===== src/rtl/alu_pkg.sv =====
// alu_pkg: shared state encoding, opcode constants and default widths for the ALU sequencer
package alu_pkg;
  typedef enum logic [2:0] {
    IDLE   = 3'd0,
    CARGA  = 3'd1,
    ESPERA = 3'd2,
    LIBERA = 3'd3,
    FIN    = 3'd4
  } estado_t;
  localparam logic [1:0] OP_COMPLEMENTO = 2'd0;
  localparam int INPUTSIZE_DEF = 8;
  localparam int N_OPS_DEF = 4;
  localparam int TIMEOUT_DEF = 15;
endpackage


===== src/rtl/sincronizador.sv =====
// sincronizador: 2-flop synchronizer for a level crossing into the clk domain
module sincronizador (
  input  logic clk,
  input  logic rst,
  input  logic d_i,
  output logic q_o
);
  logic s1_q, s2_q;
  always_ff @(posedge clk or posedge rst)
    if (rst) {s2_q, s1_q} <= 2'b00;
    else {s2_q, s1_q} <= {s1_q, d_i};
  assign q_o = s2_q;
endmodule


===== src/rtl/secuenciador_alu.sv =====
// secuenciador_alu: drives one ALU unit per operation through an enable/done handshake and reports the result
module secuenciador_alu
  import alu_pkg::*;
#(
  parameter int INPUTSIZE = INPUTSIZE_DEF,
  parameter int N_OPS     = N_OPS_DEF,
  parameter int TIMEOUT   = TIMEOUT_DEF
) (
  input  logic                       clk,
  input  logic                       rst,
  input  logic                       start,
  input  logic [1:0]                 opcode,
  input  logic [INPUTSIZE/2-1:0]     operando_a,
  input  logic [INPUTSIZE/2-1:0]     operando_b,
  output logic [INPUTSIZE-1:0]       data,
  output logic [N_OPS-1:0]           enable,
  input  logic [N_OPS-1:0]           done_op,
  input  logic [N_OPS*INPUTSIZE-1:0] result_op,
  output logic [INPUTSIZE-1:0]       result,
  output logic                       done,
  output logic                       error,
  output logic                       busy
);
  localparam int HW = INPUTSIZE / 2;
  localparam int CW = $clog2(TIMEOUT + 1);
  estado_t estado_q, estado_d;
  logic [1:0] op_q, op_d;
  logic [HW-1:0] a_q, a_d, b_q, b_d;
  logic [INPUTSIZE-1:0] data_q, data_d, result_q, result_d, sel_res;
  logic [N_OPS-1:0] enable_q, enable_d, sel_oh;
  logic [CW-1:0] cnt_q, cnt_d;
  logic done_q, done_d, error_q, error_d, carga_q, carga_d;
  logic sel_done, done_s, expira;
  // an opcode beyond the attached units shifts out to an all-zero select
  assign sel_oh = N_OPS'(1) << op_q;
  assign sel_done = |(done_op & sel_oh);
  assign expira = cnt_q == CW'(TIMEOUT);
  always_comb begin
    sel_res = '0;
    for (int i = 0; i < N_OPS; i++) if (op_q == 2'(i)) sel_res = result_op[i*INPUTSIZE +: INPUTSIZE];
  end
  sincronizador u_sinc (
    .clk(clk),
    .rst(rst),
    .d_i(sel_done),
    .q_o(done_s)
  );
  // CARGA spans two cycles so data settles one full cycle before enable rises
  always_comb begin
    estado_d = estado_q;
    op_d = op_q;
    a_d = a_q;
    b_d = b_q;
    data_d = data_q;
    enable_d = enable_q;
    result_d = result_q;
    done_d = 1'b0;
    error_d = error_q;
    carga_d = 1'b0;
    cnt_d = cnt_q;
    case (estado_q)
      IDLE: if (start) begin
        op_d = opcode;
        a_d = operando_a;
        b_d = operando_b;
        error_d = 1'b0;
        estado_d = CARGA;
      end
      CARGA: begin
        data_d = {a_q, b_q};
        carga_d = !carga_q;
        if (carga_q && !(|sel_oh)) begin
          error_d = 1'b1;
          result_d = '0;
          done_d = 1'b1;
          estado_d = FIN;
        end else if (carga_q) begin
          enable_d = sel_oh;
          cnt_d = '0;
          estado_d = ESPERA;
        end
      end
      ESPERA: if (done_s) begin
        result_d = sel_res;
        enable_d = '0;
        cnt_d = '0;
        estado_d = LIBERA;
      end else if (expira) begin
        enable_d = '0;
        error_d = 1'b1;
        result_d = '0;
        cnt_d = '0;
        estado_d = LIBERA;
      end else cnt_d = cnt_q + 1'b1;
      LIBERA: if (!done_s || expira) begin
        error_d = error_q | done_s;
        done_d = 1'b1;
        estado_d = FIN;
      end else cnt_d = cnt_q + 1'b1;
      FIN: estado_d = IDLE;
      default: estado_d = IDLE;
    endcase
  end
  always_ff @(posedge clk or posedge rst)
    if (rst) begin
      estado_q <= IDLE;
      op_q <= '0;
      a_q <= '0;
      b_q <= '0;
      data_q <= '0;
      enable_q <= '0;
      result_q <= '0;
      done_q <= 1'b0;
      error_q <= 1'b0;
      carga_q <= 1'b0;
      cnt_q <= '0;
    end else begin
      estado_q <= estado_d;
      op_q <= op_d;
      a_q <= a_d;
      b_q <= b_d;
      data_q <= data_d;
      enable_q <= enable_d;
      result_q <= result_d;
      done_q <= done_d;
      error_q <= error_d;
      carga_q <= carga_d;
      cnt_q <= cnt_d;
    end
  assign data = data_q;
  assign enable = enable_q;
  assign result = result_q;
  assign done = done_q;
  assign error = error_q;
  assign busy = estado_q != IDLE;
endmodule


===== config.mk =====
export PLATFORM = sky130hd
export DESIGN_NAME = secuenciador_alu
export DESIGN_NICKNAME = d
export VERILOG_FILES = /design/src/rtl/alu_pkg.sv /design/src/rtl/sincronizador.sv /design/src/rtl/secuenciador_alu.sv
export SDC_FILE = /design/constraint.sdc
export NUM_CORES = 1
export LEC_CHECK = 0
export CORE_UTILIZATION = 40
export DETAILED_ROUTE_END_ITERATION = 10
export PLACE_DENSITY = 0.73
export SKIP_LAST_GASP = 1
export SLEW_MARGIN = 20
export SYNTH_ARGS = -nofsm -noshare
export SYNTH_HDL_FRONTEND = slang
export SYNTH_SLANG_ARGS = --single-unit

===== constraint.sdc =====
create_clock -name clk -period 2.31 [get_ports clk]
set_clock_uncertainty 0.15 [all_clocks]
set_input_delay 0.231 -clock clk [delete_from_list [all_inputs] [get_ports clk]]
set_output_delay 0.231 -clock clk [all_outputs]
set_load 0.02 [all_outputs]

==> results_dict.tcl <==
set metrics [dict create \
    synth_cells 160 \
    p_int_w 0.002232 \
    yosys.cell_types.count 35 \
    clock_sinks 42 \
    drt-pass1-iter-count 4 \
    fmax_ghz 0.4601 \
    io_pins 72 \
    grt_max_degree 43 \
    drive_gt1_share_pct 15.81 \
    start_kind "register" \
    rows 25 \
    place_hpwl_um 3220 \
    cts_buffer_depth 2 \
    areaGrowthSynthToFinish_pct 41.10 \
    start_util_pct 42.30 \
    path_clk_slew_ns 0.08 \
    worstHoldPathType "in -> async" \
    die_area_sq_um 5349 \
    h-tree-depth 2 \
    fin_nets 283 \
    status "finished clean" \
    cp_slowest_cell "clkdlybuf4s50_1" \
    crit_type "reg -> out" \
    ant_nets 0 \
    synth.yosys.warnings 0 \
    post_cts_resized 0 \
    tns_ns 0 \
    grt_pass1_vias 1523 \
    wl_met3_um 273 \
    synth_largest_area_cell "dfrtp_1" \
    post_cts.repair.setup_buffers 0 \
    cts_inserted_buffers 5 \
    cp_data_required_time_ns 1.93 \
    slew-limit-headroom_pct 57.23 \
    wl_met2_um 2190 \
    timing.critical_path.to_type "output pin" \
    die_h_um 73.14 \
    swShare_pct 37.98 \
    core_area_sq_um 4786 \
    netlist_area_sq_um 2024 \
    viasPerCell 5.066 \
    wirelength_um 4324 \
    period_minus_slack_ns 2.174 \
    slew_violations 0 \
    finalCritPeriodShare_pct 94.10 \
    tightestPinTransition_ns 0.6415 \
    path_max_fanout 10 \
    yosys-top-cells-area "dfrtp_1 52%, mux4_2 10%, mux2_4 6.7%" \
    slowest_delay_ns 0.55 \
    grt.overflow.total 0 \
    clockPowerShare_pct 13.2 \
    p_leak_nw 1.210 \
    first_iter_violations 80 \
    final_common_cell "clkdlybuf4s50_1" \
    drc_errors 0 \
    final_cell_mix "71 x clkdlybuf4s50_1, 42 x dfrtp_1, 33 x nand2_1" \
    worstPathCellList "or3_4 -> clkdlybuf4s50_1" \
    finalHoldViolCount 0 \
    setup_violations 0 \
    syn_avg_cell_area_sq_um 12.65 \
    reg2reg_depth 3 \
    grtUsageTotal_pct 17.91 \
    antenna_found_initial 0 \
    grt_setup_unrepaired "false" \
    dr.max_layer_used "met4" \
    clock-root-buffer "clkbuf_8" \
    cp-startpoint "estado_q[1]" \
    grt_pass1_wl_um 7107 \
    r2r_start "estado_q[1]" \
    gp_congestion 0.7964 \
    holdBufCountCts 0 \
    sequentialPowerShare_pct 38.5 \
    power_per_cell_area_nw_per_um2 1260 \
    wl_met1_um 1796 \
    hold_ws_ns 0.2027 \
    syn_nets 210 \
    p_comb_share_pct 48.3 \
    ys_seq_elements 42 \
    vias 1525 \
    seq_area_frac_synth_pct 51.92 \
    die_x_um 73.14 \
    port-buffer-count 71 \
    power.switching_w 0.001367 \
    post_drt_wl_per_cell_um 14.37 \
    drv_cap 0 \
    worst_ir_drop_vdd_v 0.0005105 \
    insertion_delay_ns 0.30 \
    cts_tree "done" \
    antenna_cells 0 \
    crit_arrival_ns 1.79 \
    post-synth-top-area-fraction_pct 51.92 \
]
-- through the flow --
stage	setup WS (ns)	area, sq um	power [W]	util (%)	instances
after global routing	0.05690	2856	0.003833	59.69	301
after global placement	0.4041	2766	0.003110	57.80	293
after detailed placement	0.3823	2766	0.003156	57.80	293
after CTS	0.1287	2856	0.003638	59.69	301
after floorplan	0.5575	2024	0.002576	-	160
final	0.1364	2856	0.003598	59.69	301
-- power groups by stage --
stage | sequential (W) | combinational, W | clock (W)
finish | 0.00139 | 0.00174 | 0.000474
CTS | 0.00139 | 0.00176 | 0.000486
global route | 0.00144 | 0.00188 | 0.000511
global placement | 0.00139 | 0.00172 | 0
detailed placement | 0.00140 | 0.00176 | 0
floorplan | 0.00144 | 0.00114 | 0
-- per-layer routing --
metal | GRT usage (%) | up-vias
met1 | 22.55 | 748
met4 | 5.882 | 0
met3 | 6.077 | 5
li1 | - | 722
met5 | 0 | -
met2 | 28.91 | 50
-- cells in the mapped netlist (all sizes together) --
master and number:
ha 1, xor2 1, buf 10, o41ai 2, a32o 9, or3 1, nand3 7, mux4 9
or2b 1, nand2b 3, nor2 4, dfrtp 42, a21oi 5, nor4bb 1, a22oi 1, o21ai 6
o221ai 1, nor3b 3, o31ai 1, nor2b 3, nand2 33, nor3 1, mux2 10, and3 1
a311oi 1, inv 3
-- layout make-up --
class                           instances  area [sq um]
Clock buffer                            5         68.82
Clock inverter                          3         21.27
Fill cell                             406          1929
Inverter                                3         11.26
Multi-Input combinational cell        105         872.1
Sequential cell                        42          1051
Tap cell                               67         83.83
Timing Repair Buffer                   76         748.2
-- worst max-delay path: cells and delay by family, from the launching register on --
kind	cells	cell delay, ns
buffers and inverters	1	0.55
DFF	1	0.50
and+or+nand+nor	1	0.44
-- sequential cells by signal, summed over array words and instances (netlist names), 2 cells and up --
register  cells
data          8
a_q           4
cnt_q         4
result        8
b_q           4
enable        4
op_q          2
estado_q      3
-- cells by family after synthesis --
group | synth area share, %
XOR/XNOR | 0.4327
multiplexers | 17.24
AO/OA/AOI/OAI | 10.32
AND/OR/NAND/NOR | 14.46
flip-flops | 51.92
adder cells (fa/ha/maj) | 0.6179
buffers and inverters | 5.006
-- worst paths after layout --
| path | to | slack, ns |
|---|---|---|
| setup reg to reg | op_q[1] | 0.36 |
| min in group clk | u_sinc.q_o | 0.21 |
| max in group asynchronous | data[6] | 1.44 |
| hold reg to reg | u_sinc.q_o | 0.21 |
| hold / removal | data[3] | 0.20 |
| setup / recovery | busy | 0.14 |
Note: power is estimated with default switching activity, not from simulation.
